<file path="src/rtl/scan_session_ctrl.sv">
// Freeze / scan-and-DMA / resume session sequencer for a scanned design.
// Define SCAN_SESSION_CTRL_TIMEOUT_EN to build the WAIT-state watchdog.
`timescale 1ns/1ps
module scan_session_ctrl #(
    parameter int DRAIN_CYCLES   = 4,
    parameter int TIMEOUT_CYCLES = 1048576
) (
    input  logic        aclk,
    input  logic        areset,
    input  logic        req_valid,
    output logic        req_ready,
    input  logic [1:0]  req_op,
    input  logic [15:0] req_length,
    input  logic [31:0] req_src,
    input  logic [31:0] req_dst,
    output logic        rsp_valid,
    output logic [1:0]  rsp_status,
    output logic        dut_clk_en,
    output logic        dma_start,
    output logic [31:0] dma_src,
    output logic [31:0] dma_dst,
    output logic [15:0] dma_length,
    input  logic        dma_done,
    output logic        scan_start,
    output logic [15:0] scan_length,
    input  logic        scan_done,
    output logic        busy
);
    typedef enum logic [2:0] {
        S_IDLE, S_FREEZE, S_LAUNCH, S_WAIT, S_RESUME, S_RESP
    } state_t;

    localparam logic [1:0] OP_HOLD    = 2'd1;
    localparam logic [1:0] OP_RESUME  = 2'd2;
    localparam logic [1:0] OP_BAD     = 2'd3;
    localparam logic [1:0] ST_OK      = 2'd0;
    localparam logic [1:0] ST_BADOP   = 2'd1;
    localparam logic [1:0] ST_BADLEN  = 2'd2;
    localparam logic [7:0] DRAIN_LAST = 8'(DRAIN_CYCLES - 1);

    state_t      state_q, state_d;
    logic        hold_q, hold_d;
    logic [7:0]  drain_cnt_q, drain_cnt_d;
    logic        dma_flag_q, dma_flag_d;
    logic        scan_flag_q, scan_flag_d;
    logic        clk_en_q, clk_en_d;
    logic        dma_start_q, dma_start_d;
    logic        scan_start_q, scan_start_d;
    logic        rsp_valid_q, rsp_valid_d;
    logic [1:0]  rsp_status_q, rsp_status_d;
    logic [31:0] src_q, src_d;
    logic [31:0] dst_q, dst_d;
    logic [15:0] len_q, len_d;
`ifdef SCAN_SESSION_CTRL_TIMEOUT_EN
    localparam logic [1:0]  ST_TIMEOUT = 2'd3;
    localparam logic [31:0] TMO_LAST   = 32'(TIMEOUT_CYCLES - 1);
    logic [31:0] tmo_cnt_q, tmo_cnt_d;
`endif

    always_comb begin
        state_d      = state_q;
        hold_d       = hold_q;
        drain_cnt_d  = drain_cnt_q;
        dma_flag_d   = dma_flag_q;
        scan_flag_d  = scan_flag_q;
        clk_en_d     = clk_en_q;
        rsp_status_d = rsp_status_q;
        src_d        = src_q;
        dst_d        = dst_q;
        len_d        = len_q;
`ifdef SCAN_SESSION_CTRL_TIMEOUT_EN
        tmo_cnt_d    = tmo_cnt_q;
`endif
        case (state_q)
            S_IDLE: begin
                if (req_valid) begin
                    src_d  = req_src;
                    dst_d  = req_dst;
                    len_d  = req_length;
                    hold_d = (req_op == OP_HOLD);
                    if (req_op == OP_BAD) begin
                        state_d      = S_RESP;
                        rsp_status_d = ST_BADOP;
                    end else if (req_op == OP_RESUME) begin
                        state_d = S_RESUME;
                    end else if (req_length == 16'd0) begin
                        state_d      = S_RESP;
                        rsp_status_d = ST_BADLEN;
                    end else begin
                        state_d     = S_FREEZE;
                        clk_en_d    = 1'b0;
                        drain_cnt_d = 8'd0;
                    end
                end
            end
            S_FREEZE: begin
                if (drain_cnt_q == DRAIN_LAST) begin
                    state_d = S_LAUNCH;
                end else begin
                    drain_cnt_d = drain_cnt_q + 8'd1;
                end
            end
            S_LAUNCH: begin
                dma_flag_d  = 1'b0;
                scan_flag_d = 1'b0;
`ifdef SCAN_SESSION_CTRL_TIMEOUT_EN
                tmo_cnt_d   = 32'd0;
`endif
                state_d     = S_WAIT;
            end
            S_WAIT: begin
                dma_flag_d  = dma_flag_q | dma_done;
                scan_flag_d = scan_flag_q | scan_done;
                // Completion wins over a watchdog expiry landing in the same cycle.
                if (dma_flag_d && scan_flag_d) begin
                    if (hold_q) begin
                        state_d      = S_RESP;
                        rsp_status_d = ST_OK;
                    end else begin
                        state_d = S_RESUME;
                    end
`ifdef SCAN_SESSION_CTRL_TIMEOUT_EN
                end else if (tmo_cnt_q == TMO_LAST) begin
                    state_d      = S_RESP;
                    rsp_status_d = ST_TIMEOUT;
                end else begin
                    tmo_cnt_d = tmo_cnt_q + 32'd1;
`endif
                end
            end
            S_RESUME: begin
                clk_en_d     = 1'b1;
                state_d      = S_RESP;
                rsp_status_d = ST_OK;
            end
            S_RESP: begin
                state_d = S_IDLE;
            end
            default: begin
                state_d = S_IDLE;
            end
        endcase
        dma_start_d  = (state_d == S_LAUNCH);
        scan_start_d = (state_d == S_LAUNCH);
        rsp_valid_d  = (state_d == S_RESP);
    end

    always_ff @(posedge aclk or posedge areset) begin
        if (areset) begin
            state_q      <= S_IDLE;
            hold_q       <= 1'b0;
            drain_cnt_q  <= 8'd0;
            dma_flag_q   <= 1'b0;
            scan_flag_q  <= 1'b0;
            clk_en_q     <= 1'b1;
            dma_start_q  <= 1'b0;
            scan_start_q <= 1'b0;
            rsp_valid_q  <= 1'b0;
            rsp_status_q <= 2'd0;
            src_q        <= 32'd0;
            dst_q        <= 32'd0;
            len_q        <= 16'd0;
`ifdef SCAN_SESSION_CTRL_TIMEOUT_EN
            tmo_cnt_q    <= 32'd0;
`endif
        end else begin
            state_q      <= state_d;
            hold_q       <= hold_d;
            drain_cnt_q  <= drain_cnt_d;
            dma_flag_q   <= dma_flag_d;
            scan_flag_q  <= scan_flag_d;
            clk_en_q     <= clk_en_d;
            dma_start_q  <= dma_start_d;
            scan_start_q <= scan_start_d;
            rsp_valid_q  <= rsp_valid_d;
            rsp_status_q <= rsp_status_d;
            src_q        <= src_d;
            dst_q        <= dst_d;
            len_q        <= len_d;
`ifdef SCAN_SESSION_CTRL_TIMEOUT_EN
            tmo_cnt_q    <= tmo_cnt_d;
`endif
        end
    end

    // Ready is gated by the reset input so it reads 0 for the whole reset pulse.
    assign req_ready   = (state_q == S_IDLE) & ~areset;
    assign busy        = (state_q != S_IDLE);
    assign rsp_valid   = rsp_valid_q;
    assign rsp_status  = rsp_status_q;
    assign dut_clk_en  = clk_en_q;
    assign dma_start   = dma_start_q;
    assign scan_start  = scan_start_q;
    assign dma_src     = src_q;
    assign dma_dst     = dst_q;
    assign dma_length  = len_q;
    assign scan_length = len_q;

endmodule

</file>
<file path="config.mk">
export PLATFORM = sky130hd
export DESIGN_NAME = scan_session_ctrl
export DESIGN_NICKNAME = d
export VERILOG_FILES = /design/src/rtl/scan_session_ctrl.sv
export SDC_FILE = /design/constraint.sdc
export NUM_CORES = 1
export LEC_CHECK = 0
export ABC_AREA = 1
export CORE_ASPECT_RATIO = 1.5
export CORE_MARGIN = 10
export CORE_UTILIZATION = 42
export CTS_CLUSTER_DIAMETER = 30
export DETAILED_ROUTE_END_ITERATION = 10
export PLACE_DENSITY = 0.9
export SYNTH_ARGS = -nofsm -noshare
export SYNTH_HDL_FRONTEND = slang
export SYNTH_SLANG_ARGS = --single-unit
</file>
<file path="constraint.sdc">
create_clock -name aclk -period 4.61 [get_ports aclk]
set_clock_uncertainty 0.2 [all_clocks]
set_input_delay 0.922 -clock aclk [delete_from_list [all_inputs] [get_ports aclk]]
set_output_delay 0.922 -clock aclk [all_outputs]
set_load 0.03 [all_outputs]
</file>
# ---- Word level (Yosys, flattened, before mapping)
# Cells that the tools add are included.
dict set report op_classes {
  addsub 1
  n_eq_ne 19
  n_mux 28
  bitwise 4
  n_reduce_logical 12
}
# operator n
set ops {}
lappend ops {{$mux 8} 5}
lappend ops {{$mux 3} 6}
lappend ops {{$logic_not 16->1} 1}
lappend ops {{$pmux 8 s2} 1}
lappend ops {{$pmux 3 s5} 1}
lappend ops {{$ne 2x2->1 const B} 7}
lappend ops {{$mux 2} 6}
lappend ops {{$reduce_and 6->1} 2}
lappend ops {{$eq 3x2->1 const B} 3}
lappend ops {{$add 8x1->8 const B} 1}
lappend ops {{$eq 8x2->1 const B} 1}
lappend ops {{$eq 3x3->1 const B} 2}
lappend ops {{$ne 3x3->1 const B} 2}
lappend ops {{$pmux 1 s2} 3}
lappend ops {{$pmux 2 s3} 1}
lappend ops {{$reduce_bool 2->1} 3}
lappend ops {{$reduce_bool 3->1} 2}
lappend ops {{$mux 1} 5}
lappend ops {{$reduce_and 5->1} 1}
lappend ops {{$eq 2x2->1 const B} 2}
lappend ops {{$eq 3x1->1 const B} 1}
lappend ops {{$logic_not 3->1} 1}
lappend ops {{$eq 2x1->1 const B} 1}
lappend ops {{$or 1x1->1} 2}
lappend ops {{other kinds (4)} 4}
dict set report totals {
  reg_bits 99
  output_inout_bits 104
}

# ---- Logic depth before layout (Yosys ltp)
dict set report logic_depth {
  depth_word 7
  mapped_depth 8
}

# ---- Worst setup path after synthesis
# OpenSTA, ideal clock, no wires.
dict set report synth_path {
  kind {input to output}
  from {input areset}
  to {output req_ready}
  t_arrival_ns 1.335
  required_ns 3.488
  slack_ns 2.153
  cell_stages 1
  n_path_buf 0
  cell_sequence {nor2_1}
}
dict set report synth_via {
  elab_chain_cells 2
}
# element line_no
set synth_rtl {}
lappend synth_rtl {{start: declaration} 9} ;# input logic areset,
lappend synth_rtl {{$not 1->1} 187} ;# assign req_ready = (state_q == S_IDLE) & ~areset;
lappend synth_rtl {{$and 1x1->1} 187}
lappend synth_rtl {{end: declaration} 11} ;# output logic req_ready,
# Every way passes these cells.

# ---- Worst setup path after layout
# Same ends and word-level chain as after synthesis.

==> results.tsv <==
metric	value	unit
status	finished clean	
min_period_over_period	71.7	%
busiest_layer	met2	
rrSetupSlack	2.49	ns
hold_end	dma_src[23]	
netlist_area	4300	um2
clkPwrFrac	14.1	%
nNetsFinal	778	
grt_max_degree	85	
synthCells	519	
numClockSinks	99	
post_synth_num_cell_types	24	
setup_viol	0	
cp_num_buf_inv	2	
cts_resized	0	
irDropWorstVdd	0.000426	V
yosysWarnings	0	
required	3.49	ns
crit_path_frequent_cell	clkdlybuf4s50_1	
synth_area_per_cell	8.29	um2
path_max_fanout	2	
swShare	45.5	%
drc	0	
tns	0	ns
die_area	14800	um2
critPathSlowestCell	clkdlybuf4s50_1	
coreArea	10100	um2
r2r-end	dma_src[8]	
wl	12900	um
syn-num-nets	607	
overflow	0	
comb_power_share	55.3	%
vias	3948	
cpPeakStageDelay	0.67	ns
crit_type	in -> out	
area_growth	48.7	%
cts_setup_buffers	0	
end_kind	primary output	
finish.utilization	63.5	%
dieWidth	103	um
cp_top_family	buffers and inverters	
cts_max_path_buffers	2	
min_from	dma_src[23]	
fmax	303	MHz
cts_buffers	9	
clk_pin_slew	0.06	ns
path_cells	clkdlybuf4s50_1 -> nor2_1 -> clkdlybuf4s50_1	
grt.met1_usage	17.7	%
drt_iter0_markers	206	
p_leak	3.18	nW
viasPerCell	4.86	
fin_crit	3.30	ns
pre_cts_ws	1.30	ns
pin_count	191	
relSlewSlack	37.8	%
rows	45	
cts_tree	built	
r2r-start	state_q[1]	
first_pass_iters	4	
ant_nets	0	
place.gp.congestion	0.840	
min_path_type	reg -> reg	
power.density	764	nW/um2
met3_usage	4.08	%
drv_cap	0	
antennaDiodeCount	0	
ff2ff_path_depth	7	
worst_setup_path_start_kind	input pin	
ys_seq_area_share	57.6	%
rsz0062_at_grt	no	
p_int	2.66	mW
place_inst	796	
critPathArrivalTime	2.18	ns
clock_latency	0.33	ns
root_buffer	clkbuf_16	
switchingPower	2.23	mW
dp_hpwl	9970	um
min_path_cells	2	
drive_gt1_share	4.60	%
grt_pass1_wl	19900	um
antenna_found_initial	0	
pwr-share-seq	30.6	%
wl_per_cell	15.9	um
h-tree-depth	3	
fin_cells	812	
initial_utilization	42.7	%
ctsHoldBuffers	0	
cp.depth	3	
grt_util_all_layers	17.1	%
grt_use_met2	31.5	%
portBuffers	190	
whs	0.268	ns
finalWorstSetupSlack	1.31	ns
grt_pass1_vias	4000	
finalHoldViolCount	0	
die_y	144	um
ys_ff_latch	99	
drv_slew	0	
worst-slew-pin-transition	0.933	ns
[cells in the final DEF, fill, tap and decap left out, types with 4 or more instances in the layout]
cell type,n
nand4_1,4
a21oi_1,5
dfrtp_1,98
nand3_1,14
nand2_1,292
nor2_1,29
buf_4,4
clkdlybuf4s50_1,190
inv_1,18
clkbuf_16,9
[per-layer routing]
layer	part of all wire, %	up-vias	wire (um)
li1	-	1907	-
met1	36	1894	4710
met2	55	127	7120
met3	6.2	20	806
met4	2.2	0	286
met5	0	-	0
[sequential cells by signal, indices dropped and copies added, names as in the netlist]
| register | count |
|---|---|
| scan_flag_q | 1 |
| dma_length | 16 |
| dma_flag_q | 1 |
| rsp_valid | 1 |
| state_q | 3 |
| dma_dst | 32 |
| rsp_status | 2 |
| hold_q | 1 |
| dma_src | 32 |
| dut_clk_en | 1 |
| drain_cnt_q | 8 |
| scan_start | 1 |
[power groups by stage]
stage	Sequential [mW]	Combinational [mW]	Clock [mW]
after detailed placement	1.51	2.74	0
after CTS	1.50	2.74	0.712
after global routing	1.54	2.90	0.745
after global placement	1.48	2.67	0
after floorplan	2.18	1.00	0
final	1.50	2.70	0.688
[per-stage QoR]
stage | cell area [um2] | total power [mW]
floorplan | 4300 | 3.18
global placement | 6120 | 4.15
detailed placement | 6120 | 4.25
CTS | 6400 | 4.96
global route | 6400 | 5.19
finish | 6400 | 4.89
[kinds of logic after synthesis]
group | Yosys count | synth area share, %
buffers and inverters | 56 | 7.88
AND/OR/NAND/NOR | 352 | 32.7
flip-flops | 99 | 57.6
AO/OA/AOI/OAI | 11 | 1.48
adder cells (fa/ha/maj) | 1 | 0.291
[Yosys cell counts, drive strengths merged]
master,n,area (um2)
nand2,293,1110
nand4,4,25.0
or2,2,12.5
o21bai,1,7.51
o211ai,1,7.51
ha,1,12.5
nand3b,1,7.51
dfrtp,98,2450
dfstp,1,26.3
nor3,3,15.0
o21ai,4,23.8
inv,22,82.6
nand3,16,90.1
a21oi,5,25.0
buf,34,257
nor2,33,149
[how the worst max path moves through the flow]
stage	from	end	slack, ns
5_1_grt	areset	req_ready	1.29
6_report	areset	req_ready	1.31
3_5_place_dp	areset	req_ready	1.30
4_1_cts	areset	req_ready	1.30
2_1_floorplan	areset	dma_dst[0]	0.90
3_3_place_gp	areset	req_ready	1.28
[layout make-up]
cell class,instances,area (um2)
inverter,22,85.1
fill,796,3680
clock inverter,3,21.3
clock buffer,13,250
multi-input combinational,364,1480
tap,117,146
timing repair buffer,194,1930
sequential,99,2480
[tightest hold or removal path: stages, from the launching register on]
cell and delay [ns]:
dfrtp_1 0.34, nand2_1 0.05, nand2_1 0.05
No activity file was read; power rests on OpenSTA's default activity.
